<file path="src/rtl/hash_job_scheduler_if.sv">
// Bundle between the nonce-search job scheduler and its environment:
// the job control, the per-unit dispatch/report lanes and the result FIFO read port.
interface hash_job_scheduler_if #(
    parameter int NUM_UNITS = 4,
    parameter int NONCE_W   = 32
);
    // Job control and status
    logic                         start;
    logic                         stop;
    logic [NONCE_W-1:0]           nonce_start;
    logic [NONCE_W-1:0]           nonce_end;
    logic [15:0]                  chunk_size;
    logic                         busy;
    logic                         done;
    logic                         irq;

    // Dispatch lanes
    logic [NUM_UNITS-1:0]         unit_ready;
    logic [NUM_UNITS-1:0]         unit_load;
    logic [NONCE_W-1:0]           unit_nonce_base;
    logic [16:0]                  unit_nonce_count;

    // Solution report lanes
    logic [NUM_UNITS-1:0]         unit_found;
    logic [NUM_UNITS*NONCE_W-1:0] unit_found_nonce;
    logic [NUM_UNITS-1:0]         unit_found_ack;

    // Result FIFO read port
    logic                         res_valid;
    logic [NONCE_W-1:0]           res_nonce;
    logic [2:0]                   res_unit;
    logic                         res_pop;

    // Environment side: host control, hash units and the SPI reader
    modport master (
        output start, stop, nonce_start, nonce_end, chunk_size,
        output unit_ready, unit_found, unit_found_nonce, res_pop,
        input  busy, done, irq, unit_load, unit_nonce_base, unit_nonce_count,
        input  unit_found_ack, res_valid, res_nonce, res_unit
    );

    // Scheduler side
    modport slave (
        input  start, stop, nonce_start, nonce_end, chunk_size,
        input  unit_ready, unit_found, unit_found_nonce, res_pop,
        output busy, done, irq, unit_load, unit_nonce_base, unit_nonce_count,
        output unit_found_ack, res_valid, res_nonce, res_unit
    );
endinterface

</file>
<file path="src/rtl/hash_job_scheduler.sv">
// Nonce-search job scheduler on the M1 hash clock. Splits an inclusive nonce
// range into chunks handed round-robin to ready hash units, and collects
// solution reports round-robin into a small first-word-fall-through FIFO.
module hash_job_scheduler #(
    parameter int NUM_UNITS  = 4,
    parameter int NONCE_W    = 32,
    parameter int FIFO_DEPTH = 4
) (
    input logic                 M1_CLK,
    input logic                 hash_clock_reset,
    hash_job_scheduler_if.slave bus
);
    localparam int PW  = $clog2(NUM_UNITS);
    localparam int AW  = $clog2(FIFO_DEPTH);
    localparam int NW1 = NONCE_W + 1;
    localparam int RW  = (NW1 > 17) ? NW1 : 17;

    typedef enum logic [1:0] {S_IDLE, S_DISPATCH, S_DRAIN, S_DONE} state_e;

    typedef struct packed {
        logic          hit;
        logic [PW-1:0] idx;
    } pick_t;

    typedef struct packed {
        logic [NONCE_W-1:0] nonce;
        logic [PW-1:0]      unit;
    } result_t;

    // First requester at or after ptr, circularly. Scanning from the far end
    // lets the nearest requester overwrite earlier candidates.
    function automatic pick_t rr_pick(input logic [NUM_UNITS-1:0] req,
                                      input logic [PW-1:0]        ptr);
        pick_t p;
        int    j;
        p = '0;
        for (int k = NUM_UNITS - 1; k >= 0; k--) begin
            j = int'(ptr) + k;
            if (j >= NUM_UNITS) j = j - NUM_UNITS;
            if (req[PW'(j)]) begin
                p.hit = 1'b1;
                p.idx = PW'(j);
            end
        end
        return p;
    endfunction

    function automatic logic [PW-1:0] rr_next(input logic [PW-1:0] idx);
        return (int'(idx) == NUM_UNITS - 1) ? '0 : idx + 1'b1;
    endfunction

    state_e             state_q;
    logic [NONCE_W-1:0] next_nonce_q, next_nonce_d;
    logic [NONCE_W-1:0] end_q;
    logic [15:0]        chunk_q;
    logic [PW-1:0]      rr_disp_q, rr_disp_d;

    pick_t              disp_pick;
    logic [16:0]        chunk_eff;
    logic [RW-1:0]      remaining;
    logic [16:0]        disp_count;
    logic               disp_last;
    logic               disp_fire;

    result_t            mem [FIFO_DEPTH];
    logic [AW-1:0]      wr_q, rd_q;
    logic [AW:0]        cnt_q;
    logic [PW-1:0]      rr_found_q;

    pick_t              found_pick;
    logic [NONCE_W-1:0] found_nonce;
    logic               fifo_full;
    logic               push;
    logic               pop;

    // Chunk sizing and dispatch grant for the current cycle
    always_comb begin
        // NOTE: every combinational output gets a value on every path, so no latch can be inferred.
        disp_pick    = rr_pick(bus.unit_ready, rr_disp_q);
        chunk_eff    = (chunk_q == '0) ? 17'd1 : {1'b0, chunk_q};
        // One bit wider than a nonce so a full 2^NONCE_W range does not wrap to zero
        remaining    = RW'({1'b0, end_q} - {1'b0, next_nonce_q} + NW1'(1));
        disp_last    = (remaining <= RW'(chunk_eff));
        disp_count   = disp_last ? remaining[16:0] : chunk_eff;
        disp_fire    = (state_q == S_DISPATCH) && !bus.stop && disp_pick.hit;
        next_nonce_d = next_nonce_q + NONCE_W'(disp_count);
        rr_disp_d    = rr_next(disp_pick.idx);
    end

    // Job sequencing: IDLE -> DISPATCH -> DRAIN -> DONE, stop aborts from anywhere
    always_ff @(posedge M1_CLK) begin
        // NOTE: sequential state uses non-blocking assignments so every register samples pre-edge values.
        if (hash_clock_reset) begin
            state_q      <= S_IDLE;
            next_nonce_q <= '0;
            end_q        <= '0;
            chunk_q      <= '0;
            rr_disp_q    <= '0;
        end else begin
            case (state_q)
                S_IDLE: begin
                    // A simultaneous stop is ignored here: start wins
                    if (bus.start) begin
                        next_nonce_q <= bus.nonce_start;
                        end_q        <= bus.nonce_end;
                        chunk_q      <= bus.chunk_size;
                        state_q      <= (bus.nonce_start > bus.nonce_end) ? S_DONE : S_DISPATCH;
                    end
                end
                S_DISPATCH: begin
                    if (bus.stop) begin
                        state_q <= S_IDLE;
                    end else if (disp_fire) begin
                        next_nonce_q <= next_nonce_d;
                        rr_disp_q    <= rr_disp_d;
                        if (disp_last) state_q <= S_DRAIN;
                    end
                end
                S_DRAIN: begin
                    if (bus.stop) begin
                        state_q <= S_IDLE;
                    end else if ((&bus.unit_ready) && !(|bus.unit_found)) begin
                        state_q <= S_DONE;
                    end
                end
                default: state_q <= S_IDLE;
            endcase
        end
    end

    // Report arbitration: one winner per cycle while the FIFO has room
    always_comb begin
        found_pick  = rr_pick(bus.unit_found, rr_found_q);
        found_nonce = bus.unit_found_nonce[found_pick.idx * NONCE_W +: NONCE_W];
        fifo_full   = (cnt_q == (AW + 1)'(FIFO_DEPTH));
        push        = found_pick.hit && !fifo_full;
        pop         = bus.res_pop && (cnt_q != '0);
    end

    // FIFO pointers, occupancy and report round-robin pointer
    always_ff @(posedge M1_CLK) begin
        if (hash_clock_reset) begin
            wr_q       <= '0;
            rd_q       <= '0;
            cnt_q      <= '0;
            rr_found_q <= '0;
        end else begin
            if (push) begin
                wr_q       <= wr_q + 1'b1;
                rr_found_q <= rr_next(found_pick.idx);
            end
            if (pop) rd_q <= rd_q + 1'b1;
            case ({push, pop})
                2'b10:   cnt_q <= cnt_q + 1'b1;
                2'b01:   cnt_q <= cnt_q - 1'b1;
                default: cnt_q <= cnt_q;
            endcase
        end
    end

    // FIFO storage write
    always_ff @(posedge M1_CLK) begin
        // NOTE: storage is not reset; a flush is done by the pointers and the head is masked while empty.
        if (push) mem[wr_q] <= '{nonce: found_nonce, unit: found_pick.idx};
    end

    // Output decode; idle lanes and an empty FIFO drive zeros
    always_comb begin
        bus.unit_load        = '0;
        bus.unit_nonce_base  = '0;
        bus.unit_nonce_count = '0;
        bus.unit_found_ack   = '0;
        bus.res_nonce        = '0;
        bus.res_unit         = '0;
        if (disp_fire) begin
            bus.unit_load        = NUM_UNITS'(1) << disp_pick.idx;
            bus.unit_nonce_base  = next_nonce_q;
            bus.unit_nonce_count = disp_count;
        end
        if (push) bus.unit_found_ack = NUM_UNITS'(1) << found_pick.idx;
        bus.res_valid = (cnt_q != '0);
        if (bus.res_valid) begin
            bus.res_nonce = mem[rd_q].nonce;
            bus.res_unit  = 3'(mem[rd_q].unit);
        end
        bus.irq  = bus.res_valid;
        bus.busy = (state_q != S_IDLE);
        bus.done = (state_q == S_DONE);
    end
endmodule

</file>
<file path="src/flat_wrapper.sv">
// flat-port wrapper written by rule: the top's interface ports become plain ports
module hash_job_scheduler_flat 
#(
    parameter int NUM_UNITS  = 4,
    parameter int NONCE_W    = 32,
    parameter int FIFO_DEPTH = 4
)
  (M1_CLK, hash_clock_reset, bus_start, bus_stop, bus_nonce_start, bus_nonce_end, bus_chunk_size, bus_unit_ready, bus_unit_found, bus_unit_found_nonce, bus_res_pop, bus_busy, bus_done, bus_irq, bus_unit_load, bus_unit_nonce_base, bus_unit_nonce_count, bus_unit_found_ack, bus_res_valid, bus_res_nonce, bus_res_unit);
  hash_job_scheduler_if #(.NUM_UNITS(NUM_UNITS), .NONCE_W(NONCE_W)) bus_i ();
  input logic M1_CLK;
  input logic hash_clock_reset;
  input wire logic [$bits(bus_i.start)-1:0] bus_start;
  input wire logic [$bits(bus_i.stop)-1:0] bus_stop;
  input wire logic [$bits(bus_i.nonce_start)-1:0] bus_nonce_start;
  input wire logic [$bits(bus_i.nonce_end)-1:0] bus_nonce_end;
  input wire logic [$bits(bus_i.chunk_size)-1:0] bus_chunk_size;
  input wire logic [$bits(bus_i.unit_ready)-1:0] bus_unit_ready;
  input wire logic [$bits(bus_i.unit_found)-1:0] bus_unit_found;
  input wire logic [$bits(bus_i.unit_found_nonce)-1:0] bus_unit_found_nonce;
  input wire logic [$bits(bus_i.res_pop)-1:0] bus_res_pop;
  output wire logic [$bits(bus_i.busy)-1:0] bus_busy;
  output wire logic [$bits(bus_i.done)-1:0] bus_done;
  output wire logic [$bits(bus_i.irq)-1:0] bus_irq;
  output wire logic [$bits(bus_i.unit_load)-1:0] bus_unit_load;
  output wire logic [$bits(bus_i.unit_nonce_base)-1:0] bus_unit_nonce_base;
  output wire logic [$bits(bus_i.unit_nonce_count)-1:0] bus_unit_nonce_count;
  output wire logic [$bits(bus_i.unit_found_ack)-1:0] bus_unit_found_ack;
  output wire logic [$bits(bus_i.res_valid)-1:0] bus_res_valid;
  output wire logic [$bits(bus_i.res_nonce)-1:0] bus_res_nonce;
  output wire logic [$bits(bus_i.res_unit)-1:0] bus_res_unit;
  assign bus_i.start = bus_start;
  assign bus_i.stop = bus_stop;
  assign bus_i.nonce_start = bus_nonce_start;
  assign bus_i.nonce_end = bus_nonce_end;
  assign bus_i.chunk_size = bus_chunk_size;
  assign bus_i.unit_ready = bus_unit_ready;
  assign bus_i.unit_found = bus_unit_found;
  assign bus_i.unit_found_nonce = bus_unit_found_nonce;
  assign bus_i.res_pop = bus_res_pop;
  assign bus_busy = bus_i.busy;
  assign bus_done = bus_i.done;
  assign bus_irq = bus_i.irq;
  assign bus_unit_load = bus_i.unit_load;
  assign bus_unit_nonce_base = bus_i.unit_nonce_base;
  assign bus_unit_nonce_count = bus_i.unit_nonce_count;
  assign bus_unit_found_ack = bus_i.unit_found_ack;
  assign bus_res_valid = bus_i.res_valid;
  assign bus_res_nonce = bus_i.res_nonce;
  assign bus_res_unit = bus_i.res_unit;
  hash_job_scheduler #(.NUM_UNITS(NUM_UNITS), .NONCE_W(NONCE_W), .FIFO_DEPTH(FIFO_DEPTH)) u_core (.M1_CLK(M1_CLK), .hash_clock_reset(hash_clock_reset), .bus(bus_i));
endmodule
</file>
<file path="config.mk">
export PLATFORM = sky130hd
export DESIGN_NAME = hash_job_scheduler_flat
export DESIGN_NICKNAME = d
export VERILOG_FILES = /design/src/rtl/hash_job_scheduler_if.sv /design/src/rtl/hash_job_scheduler.sv /design/src/flat_wrapper.sv
export SDC_FILE = /design/constraint.sdc
export NUM_CORES = 1
export LEC_CHECK = 0
export ABC_AREA = 1
export CAP_MARGIN = 20
export CORE_MARGIN = 10
export CORE_UTILIZATION = 55
export CTS_CLUSTER_SIZE = 14
export DETAILED_ROUTE_END_ITERATION = 10
export PLACE_DENSITY = 0.84
export SLEW_MARGIN = 20
export SYNTH_ARGS = -nofsm -noshare
export SYNTH_HDL_FRONTEND = slang
export SYNTH_SLANG_ARGS = --single-unit
</file>
<file path="constraint.sdc">
create_clock -name M1_CLK -period 16.9 [get_ports M1_CLK]
set_input_delay 2.535 -clock M1_CLK [delete_from_list [all_inputs] [get_ports M1_CLK]]
set_output_delay 2.535 -clock M1_CLK [all_outputs]
set_load 0.01 [all_outputs]
</file>
==> flow_summary.yaml <==
timing:
  max_freq_mhz: 124
  min_period_over_period: 0.476
  skew_ns: 0.0178
  setup_tns_ns: 0
  hold_viol_final: 0
  slew_headroom: 0.381
  slew_violations: 0
  grt_setup_unrepaired: "no"
  finalSetupViolCount: 0
  period_needed_ns: 8.05
  tightest_slew_ns: 0.927
drt:
  via_per_inst: 5.64
  antenna_left: 0
  drt_pass1_iterations: 6
  wl_per_cell_um: 19.1
  wl_um: 54600
  vias: 16160
  drt_iter0_drc: 1476
  drc_errors: 0
critical_path:
  cp-start-kind: "input pin"
  path_cells: "clkdlybuf4s50_1, inv_1, nand2_1, o21ai_0, nor2_1, o22ai_1, o21ai_0, nand2_1, nand2_2, buf_4, inv_1, ha_1, inv_1, nor2_1, clkdlybuf4s50_1"
  cp.required_ns: 14.37
  crit_type: "input pin to primary output"
  cp_num_buf_inv: 6
  endpoint_kind: "primary output"
  slowest_stage: "buf_4"
  worst_ep_arrival_time_ns: 5.51
  cp_common_cell: "inv_1"
  crit_family: "buffers and inverters"
  worstPathMaxFanout: 61
  max_stage_delay_ns: 0.52
yosys:
  syn_inst: 2191
  synth_edf_count: 136
  synth-seq-cells: 231
  ys_types: 57
  async_flop_share: 0
  ys_seq_area_frac: 0.371
  synth_area_um2: 16100
  avgSynthCellArea_um2: 7.36
  ys.flop_type: "edfxtp_1"
  ys_warn_count: 0
clock_network:
  cts_buffers: 25
  cts_root_buf: "clkbuf_16"
  clkTransAtPathRegs_ns: 0.06
  cts_tree: "yes"
  cts_setup_buffers: 0
  hold_buffers: 0
  cts_buffer_depth: 3
  ctsResizeCount: 0
  cts_sinks: 231
  clock_latency_ns: 0.54
  cts.htree.levels: 1
power_and_ir_drop:
  ir_drop_mv: 0.116
  power_density_nw_per_um2: 201
  leakage_nw: 8.90
  finalPower_mw: 4.11
global_routing:
  first_global_vias: 15621
  antenna_found_initial: 1
  gr-usage-all-layers: 0.283
  grt-ovfl-total: 0
  grt_pass1_wl_um: 82900
  grt_max_degree: 71
placed_design:
  placed_cells: 2816
  place_hpwl_um: 41800
  io_buffers: 314
  routabilityCongestion: 1.04
floorplan:
  start_util: 0.560
  rows: 62
  boundaryPins: 317
  die_h_um: 191
  core_region_area_um2: 28800
  die_w_um: 191
  die-area_um2: 36600
cells_and_area:
  nets: 2825
  layout_common_cells: "nand2_1 (444), clkdlybuf4s50_1 (314), nor2_1 (301), inv_1 (268), a21oi_1 (216)"
  drive_gt1_frac: 0.0573
  area_growth_pct: 26.9
  fin_cells: 2864
  final_common_cell: "nand2_1"
job:
  maxCapViolations: 0
outcome:
  outcome: "completed"
worst_hold_path:
  min_path_type: "register to register"
[metal layers]
metal / wire length, µm / track usage / vias to the layer above
met3: 4720 / 0.0561 / 108
met1: 21700 / 0.349 / 7460
li1: - / - / 7844
met2: 26300 / 0.483 / 748
met5: 0 / 0 / -
met4: 1930 / 0.0980 / 0
[Yosys cell counts, drive strengths merged (3+ instances only)]
cell type  number  area, µm²
nor4           10       62.6
a21o            5       37.5
xnor2           7       61.3
edfxtp        136       4080
clkbuf         66        249
inv           284       1070
a32oi          32        280
dfxtp          95       1900
a211oi          6       45.0
ha            141       1760
a221oi          8       70.1
nor3           18       95.1
a31oi           7       43.8
o211ai          8       60.1
o221ai          4       35.0
fa              3       60.1
a21oi         218       1100
nand3          62        315
nand4          21        131
nand3b          3       22.5
o21ai         194       1030
nor2          320       1250
o21bai          7       52.6
buf            26        148
xor2           21        184
or2             5       31.3
nand2         460       1760
[tightest hold or removal path, cell delays in order (launching register included)]
cell,delay (ns)
dfxtp_1,0.30
inv_1,0.06
a21oi_1,0.07
[path summary, 6_finish.rpt]
path,cells past startpoint,start,end,slack [ns]
setup / recovery,15,bus_unit_found[1],bus_unit_found_ack[3],8.85
hold reg to reg,2,u_core.rd_q[1],u_core.rd_q[1],0.48
setup reg to reg,39,u_core.next_nonce_q[1],u_core.next_nonce_q[31],9.51
hold / removal,2,u_core.rd_q[1],u_core.rd_q[1],0.48
[report_power, final]
group	total, mW	leakage [nW]	switching (mW)	internal, mW
Combinational	2.47	6.39	1.62	0.853
Sequential	1.02	2.06	0.0922	0.930
Clock	0.613	0.460	0.227	0.386
Total	4.11	8.90	1.94	2.17
[registers in the layout, summed over array words and instances (netlist names), named ones only]
register,flops
u_core.mem,136
u_core.end_q,32
u_core.next_nonce_q,32
u_core.chunk_q,16
u_core.cnt_q,3
u_core.rd_q,2
u_core.rr_disp_q,2
u_core.rr_found_q,2
u_core.state_q,2
u_core.wr_q,2
[final cells by class]
class	instances	area (µm²)
multi-input combinational	1584	8710
fill	2235	8320
sequential	231	5990
timing repair buffer	332	3280
inverter	286	1070
clock buffer	32	703
tap	384	480
clock inverter	14	226
antenna	1	2.50
[cells by family (layout without fill, tap and decap cells)]
kind of cell	Yosys count	in the layout	share of synthesized area
AND/OR/NAND/NOR	905	905	0.230
other	1	4	0.000233
buffers and inverters	378	664	0.0912
flip-flops	231	231	0.371
multiplexers	1	1	0.000699
XOR/XNOR	28	28	0.0152
AO/OA/AOI/OAI	503	503	0.178
adder cells (fa/ha/maj)	144	144	0.113
[metrics by stage]
step,utilization,hold WS (ns),worst slack [ns],area [µm²]
2_1_floorplan,-,0.436,10.18,16100
3_3_place_gp,0.678,0.449,8.96,19500
3_5_place_dp,0.678,0.459,8.88,19500
4_1_cts,0.711,0.484,8.87,20400
5_1_grt,0.711,0.511,8.55,20500
6_report,0.711,0.480,8.85,20500
Power figures use the tool's default switching activity.
